### src/rtl/fifo_arb_pkg.sv
// Purpose : shared state type and default sizing for the FIFO write arbiter.
// Latency : n/a (types and constants only).
// Backpressure : n/a.
package fifo_arb_pkg;

    // Two-state grant FSM: waiting for a requester, or owned by one.
    typedef enum logic [0:0] {
        IDLE  = 1'b0,
        BURST = 1'b1
    } arb_state_t;

    localparam int DEF_NUM_REQ   = 4;
    localparam int DEF_WIDTH     = 8;
    localparam int DEF_MAX_BURST = 4;

endpackage

### src/rtl/fifo_wr_arbiter_rr_pick.sv
// Purpose : round-robin picker, first valid index above last_grant with wrap.
// Latency : purely combinational.
// Backpressure : none; the caller decides when to register the pick.
//
// Ports:
//   valid      - per-requester valid flags
//   last_grant - index that most recently owned the FIFO
//   pick       - chosen index (0 when nothing is valid)
//   any_valid  - at least one valid flag is set
module rr_pick
    import fifo_arb_pkg::*;
#(
    parameter int NUM_REQ = DEF_NUM_REQ
) (
    input  logic [NUM_REQ-1:0]         valid,
    input  logic [$clog2(NUM_REQ)-1:0] last_grant,
    output logic [$clog2(NUM_REQ)-1:0] pick,
    output logic                       any_valid
);

    localparam int GW = $clog2(NUM_REQ);

    // One extra bit so last_grant + k never overflows before the wrap.
    logic [GW:0]   sum;
    logic [GW-1:0] cand;

    always_comb begin
        pick      = '0;
        any_valid = 1'b0;
        sum       = '0;
        cand      = '0;
        // k = NUM_REQ lands back on last_grant itself, so it is searched last.
        for (int k = 1; k <= NUM_REQ; k++) begin
            sum = {1'b0, last_grant} + (GW+1)'(k);
            if (sum >= (GW+1)'(NUM_REQ)) begin
                sum = sum - (GW+1)'(NUM_REQ);
            end
            cand = sum[GW-1:0];
            if (!any_valid && valid[cand]) begin
                any_valid = 1'b1;
                pick      = cand;
            end
        end
    end

endmodule

### src/rtl/fifo_wr_arbiter.sv
// Purpose : round-robin arbiter granting one of NUM_REQ writers bursts of up to MAX_BURST FIFO writes.
// Latency : one cycle from request in IDLE to grant; data/enable/ready paths are combinational in BURST.
// Backpressure : fifo_w_ready low holds the burst and is passed straight to the owner's req_ready.
//
// Ports:
//   clk, rst                 - clock, asynchronous active-low reset
//   req_valid/req_data       - per-requester write request, requester i at bits [i*WIDTH +: WIDTH]
//   req_ready                - accept flag, only ever set for the current owner
//   fifo_sel/fifo_w_enable/fifo_w_data/fifo_w_ready - FIFO write port
//   grant_id/busy            - current (or most recent) owner, grant held
//   xfer_count               - free-running count of accepted writes, wraps at 2^16
module fifo_wr_arbiter
    import fifo_arb_pkg::*;
#(
    parameter int NUM_REQ   = DEF_NUM_REQ,
    parameter int WIDTH     = DEF_WIDTH,
    parameter int MAX_BURST = DEF_MAX_BURST
) (
    input  logic                       clk,
    input  logic                       rst,
    input  logic [NUM_REQ-1:0]         req_valid,
    input  logic [NUM_REQ*WIDTH-1:0]   req_data,
    output logic [NUM_REQ-1:0]         req_ready,
    output logic                       fifo_sel,
    output logic                       fifo_w_enable,
    output logic [WIDTH-1:0]           fifo_w_data,
    input  logic                       fifo_w_ready,
    output logic [$clog2(NUM_REQ)-1:0] grant_id,
    output logic                       busy,
    output logic [15:0]                xfer_count
);

    localparam int GW = $clog2(NUM_REQ);

    arb_state_t       state;
    logic [GW-1:0]    last_grant;
    logic [GW-1:0]    pick;
    logic             any_valid;
    logic [3:0]       burst_cnt;
    logic [15:0]      xfer_cnt_q;
    logic [WIDTH-1:0] data_arr [NUM_REQ];
    logic             grant_valid;
    logic             xfer;
    logic             last_beat;

    for (genvar i = 0; i < NUM_REQ; i++) begin : g_unpack
        assign data_arr[i] = req_data[i*WIDTH +: WIDTH];
    end

    rr_pick #(
        .NUM_REQ (NUM_REQ)
    ) u_pick (
        .valid      (req_valid),
        .last_grant (last_grant),
        .pick       (pick),
        .any_valid  (any_valid)
    );

    assign grant_valid = req_valid[grant_id];
    assign xfer        = (state == BURST) && grant_valid && fifo_w_ready;
    // burst_cnt counts completed transfers, so the final one sees MAX_BURST-1.
    assign last_beat   = (burst_cnt == 4'(MAX_BURST - 1));
    assign xfer_count  = xfer_cnt_q;

    // Outputs decode only from state so everything reads 0 while reset is held.
    always_comb begin
        fifo_sel      = 1'b0;
        fifo_w_enable = 1'b0;
        fifo_w_data   = '0;
        req_ready     = '0;
        busy          = 1'b0;
        if (state == BURST) begin
            fifo_sel            = 1'b1;
            busy                = 1'b1;
            fifo_w_enable       = grant_valid;
            fifo_w_data         = data_arr[grant_id];
            req_ready[grant_id] = fifo_w_ready;
        end
    end

    always_ff @(posedge clk or negedge rst) begin
        if (!rst) begin
            state      <= IDLE;
            grant_id   <= '0;
            last_grant <= GW'(NUM_REQ - 1);
            burst_cnt  <= '0;
            xfer_cnt_q <= '0;
        end else begin
            if (xfer) begin
                xfer_cnt_q <= xfer_cnt_q + 16'd1;
            end
            case (state)
                IDLE: begin
                    if (any_valid) begin
                        grant_id <= pick;
                        state    <= BURST;
                    end
                end
                BURST: begin
                    // A stalled FIFO never ends the grant; only a dropped
                    // valid or the final beat does.
                    if (!grant_valid || (xfer && last_beat)) begin
                        state      <= IDLE;
                        last_grant <= grant_id;
                        burst_cnt  <= '0;
                    end else if (xfer) begin
                        burst_cnt <= burst_cnt + 4'd1;
                    end
                end
                default: state <= IDLE;
            endcase
        end
    end

endmodule

### config.mk
export PLATFORM = sky130hd
export DESIGN_NAME = fifo_wr_arbiter
export DESIGN_NICKNAME = d
export VERILOG_FILES = /design/src/rtl/fifo_arb_pkg.sv /design/src/rtl/fifo_wr_arbiter_rr_pick.sv /design/src/rtl/fifo_wr_arbiter.sv
export SDC_FILE = /design/constraint.sdc
export NUM_CORES = 1
export LEC_CHECK = 0
export ABC_CLOCK_PERIOD_IN_PS = 2100
export BUFFER_PORTS_ARGS = -buffer_cell sky130_fd_sc_hd__buf_4
export CAP_MARGIN = 0
export CORE_MARGIN = 1
export CORE_UTILIZATION = 35
export CTS_CLUSTER_DIAMETER = 100
export DETAILED_ROUTE_END_ITERATION = 16
export SETUP_SLACK_MARGIN = 0.02
export SLEW_MARGIN = 20
export SYNTH_ARGS = -nofsm -noshare
export SYNTH_HDL_FRONTEND = slang
export SYNTH_SLANG_ARGS = --single-unit
### constraint.sdc
create_clock -name clk -period 2.1 [get_ports clk]
set_input_delay 0.21 -clock clk [delete_from_list [all_inputs] [get_ports clk]]
set_output_delay 0.21 -clock clk [all_outputs]
set_load 0.05 [all_outputs]
==> impl_metrics.tcl <==
set metrics [dict create \
    cpMostUsedCell "buf_4" \
    cts.path.max_buffers 2 \
    synth_seq_cells 25 \
    sw_frac_of_total_pct 50.1 \
    powerDensity_mw_per_mm2 1370 \
    final_cells 268 \
    clkPwrFrac_pct 9.4 \
    finalCritPeriodShare_pct 90.3 \
    cp_max_fo 10 \
    power_frac_seq_pct 25.1 \
    vdd_drop_max_mv 1.00 \
    grt_pass1_vias 1355 \
    cp-start-kind "register" \
    hold-path-cell-count 3 \
    wl_met2_mm 1.98 \
    dp_hpwl_mm 3.17 \
    htreeDepth 1 \
    worst_ep_arrival_time_ns 1.69 \
    grtUsageTotal_pct 18.0 \
    fin_setup_tns_ns 0 \
    finalHoldViolCount 0 \
    rows 23 \
    dpl_cell_area_sq_mm 0.00214 \
    cts-resized-gates 0 \
    combPwrFrac_pct 65.6 \
    antenna_found_initial 0 \
    io_buffers 71 \
    cts_made_buffers 3 \
    syn_nets 184 \
    area_growth_pct 42.7 \
    outcome "complete, no violations" \
    clock_latency_ns 0.26 \
    slowest_delay_ns 0.51 \
    routed_wl_mm 3.99 \
    drv_slew 0 \
    critical-path-top-delay-family "multiplexers" \
    grt.overflow.total 0 \
    vias 1392 \
    drt-initial-drc-count 32 \
    diodes 0 \
    ioPinCount 72 \
    ys_seq_area_share_pct 40.5 \
    cp-end-kind "primary output" \
    antenna_left 0 \
    drt_pre_antenna_iters 4 \
    clkSinkCount 25 \
    setup_viol 0 \
    maxSlewHeadroom_pct 63.9 \
    core-area_sq_mm 0.00412 \
    ys_types 39 \
    p_int_uw 1510 \
    drc 0 \
    grt_pass1_wl_mm 6.37 \
    period_needed_ns 1.90 \
    cts_tree "done" \
    syn_inst 143 \
    root_buffer "clkbuf_8" \
    drive_gt1_share_pct 48.2 \
    nFillCells 386 \
    clock_skew_ns 0.00346 \
    grt_max_degree 26 \
    leakage_uw 0.00110 \
    place.gp.congestion 0.778 \
    crit_path_cell_trace "buf_4, mux4_2, and2_1, buf_4" \
    top_layer "met4" \
    path_buf_inv 2 \
    design_area_sq_mm 0.00221 \
    drt-met1-wl_mm 1.70 \
    cp_num_cells 4 \
    nNetsFinal 260 \
    vias_per_cell 5.19 \
    timing.hold.ws_ns 0.273 \
    die_h_um 68.6 \
    p_sw_uw 1520 \
    routed-wl-met3_um 277 \
    tightest_slew_ns 0.537 \
    path_clk_slew_ns 0.08 \
    dp.cells 261 \
    crit_type "reg -> out" \
    grt_setup_unrepaired "no" \
    drt-wirelength-per-cell_um 14.9 \
    synth_area_sq_mm 0.00155 \
    drv_cap 0 \
    dieArea_sq_mm 0.00470 \
    crit_path_top_delay_cell "mux4_2" \
    fp.dieW_um 68.6 \
    yosys_warnings 0 \
    worstHoldPathType "in -> reg" \
    initial_core_util_pct 37.7 \
    rr_worst_depth 5 \
    fmax_mhz 527 \
    synth_area_per_cell_sq_um 10.8 \
    cp.required_ns 1.89 \
]
[per-stage QoR]
step	worst slack (ns)	total power [uW]	util, %
after CTS	0.0387	3020	53.5
after floorplan	0.0743	2200	-
final	0.203	3020	53.8
after detailed placement	0.269	2740	52.1
after global placement	0.326	2710	52.1
after global routing	0.0914	3210	53.8
[tightest hold or removal path, delay by kind of cell]
| kind | cells | cell delay [ns] |
|---|---|---|
| compound gates | 1 | 0.07 |
| simple gates | 1 | 0.08 |
| buf+inv | 1 | 0.14 |
[state kept, by name, summed over array words and instances (netlist names)]
name and count:
last_grant 2, state 1, burst_cnt 4, grant_id 2
xfer_count 16
[power by group through the flow]
stage / sequential, uW / combinational [uW] / clock, uW
after floorplan: 1000 / 1200 / 0
after global placement: 782 / 1930 / 0
after detailed placement: 789 / 1950 / 0
after CTS: 782 / 1950 / 291
after global routing: 781 / 2120 / 311
final: 758 / 1980 / 283
[area by class of cell]
cell class	instances	area, sq um	share of cell area [%]
Tap cell	50	62.6	2.82
Clock inverter	1	5.00	0.226
Inverter	5	18.8	0.847
Timing Repair Buffer	79	596	26.9
Clock buffer	3	41.3	1.86
Sequential cell	25	631	28.5
Multi-Input combinational cell	105	861	38.9
[what timing repair did]
action | CTS | global route
hold buffers | 1 | 0
hold endpoints to repair | 23 | 0
setup buffers | 0 | 2
setup endpoints to repair | 0 | 4
[cells in the final DEF (no fill, tap or decap), types with 2 or more instances in the layout]
cell type and count:
a22o_1 2, ha_1 2, dfrtp_2 2, mux2_2 4, nor2_1 10, nor3_1 6, and2_1 9, xnor2_1 4
xor2_1 11, buf_4 78, o21ai_0 3, nand3_1 7, and3_1 2, mux4_2 9, dfrtp_1 21, nand4_1 2
inv_1 5, nand2_1 13, nor4_1 2, clkbuf_8 3, a31oi_1 2, dfstp_2 2
[routing by layer]
layer  track usage, %  vias to the layer above
met5                0                        -
met4             2.34                        0
met3             3.78                        4
met2             32.2                       52
met1             22.5                      673
li1                 -                      663
[cell families after synthesis]
logic type,after synthesis,share of synthesized area (%)
DFF,25,40.5
and+or+nand+nor,60,21.9
AOI/OAI and AO/OA,14,6.29
xor gates and xnor gates,15,8.47
adders and majority gates,2,1.61
buffers and inverters,13,4.68
muxes,14,16.6
[cells in the mapped netlist]
master     instances  area (sq um)
clkbuf_1           1          3.75
nand4_1            2          12.5
nand2_1           13          48.8
and4_1             1          8.76
a21oi_1            1          5.00
o21ai_0            3          15.0
a22o_1             2          17.5
dfstp_2            2          52.6
a2bb2oi_1          1          8.76
nor2_1            10          37.5
buf_2              4          20.0
and2_1             9          56.3
nor4_2             1          12.5
nor4_1             2          12.5
nor3b_1            1          7.51
mux2_2             4          45.0
mux4_2             9           203
ha_1               2          25.0
o21a_1             1          7.51
nand3_1            7          35.0
nand4b_1           1          8.76
and3_1             2          12.5
o22ai_1            1          6.26
xnor2_1            4          35.0
nor4_4             1          21.3
a31oi_1            2          12.5
buf_4              1          7.51
nand4_2            1          12.5
buf_6              2          22.5
mux2i_1            1          10.0
o22a_1             1          8.76
xor2_1            11          96.3
or3b_2             1          8.76
nor4b_1            1          8.76
o2bb2ai_1          1          8.76
dfrtp_1           23           576
nor3_1             7          35.0
o31ai_1            1          7.51
inv_1              5          18.8
[path summary, 6_finish.rpt]
path	startpoint	endpoint	slack, ns
min in group asynchronous	rst	xfer_count[7]$_DFFE_PN0P_	0.37
worst min-delay path	fifo_w_ready	burst_cnt[2]$_DFFE_PN0P_	0.27
worst min register to register	xfer_count[15]$_DFFE_PN0P_	xfer_count[15]$_DFFE_PN0P_	0.49
worst max register to register	grant_id[0]$_DFFE_PN0P_	xfer_count[10]$_DFFE_PN0P_	0.25
worst max-delay path	grant_id[0]$_DFFE_PN0P_	fifo_w_data[5]	0.20
max in group asynchronous	rst	last_grant[0]$_DFFE_PN1P_	1.44
No activity file was read; power rests on OpenSTA's default activity.
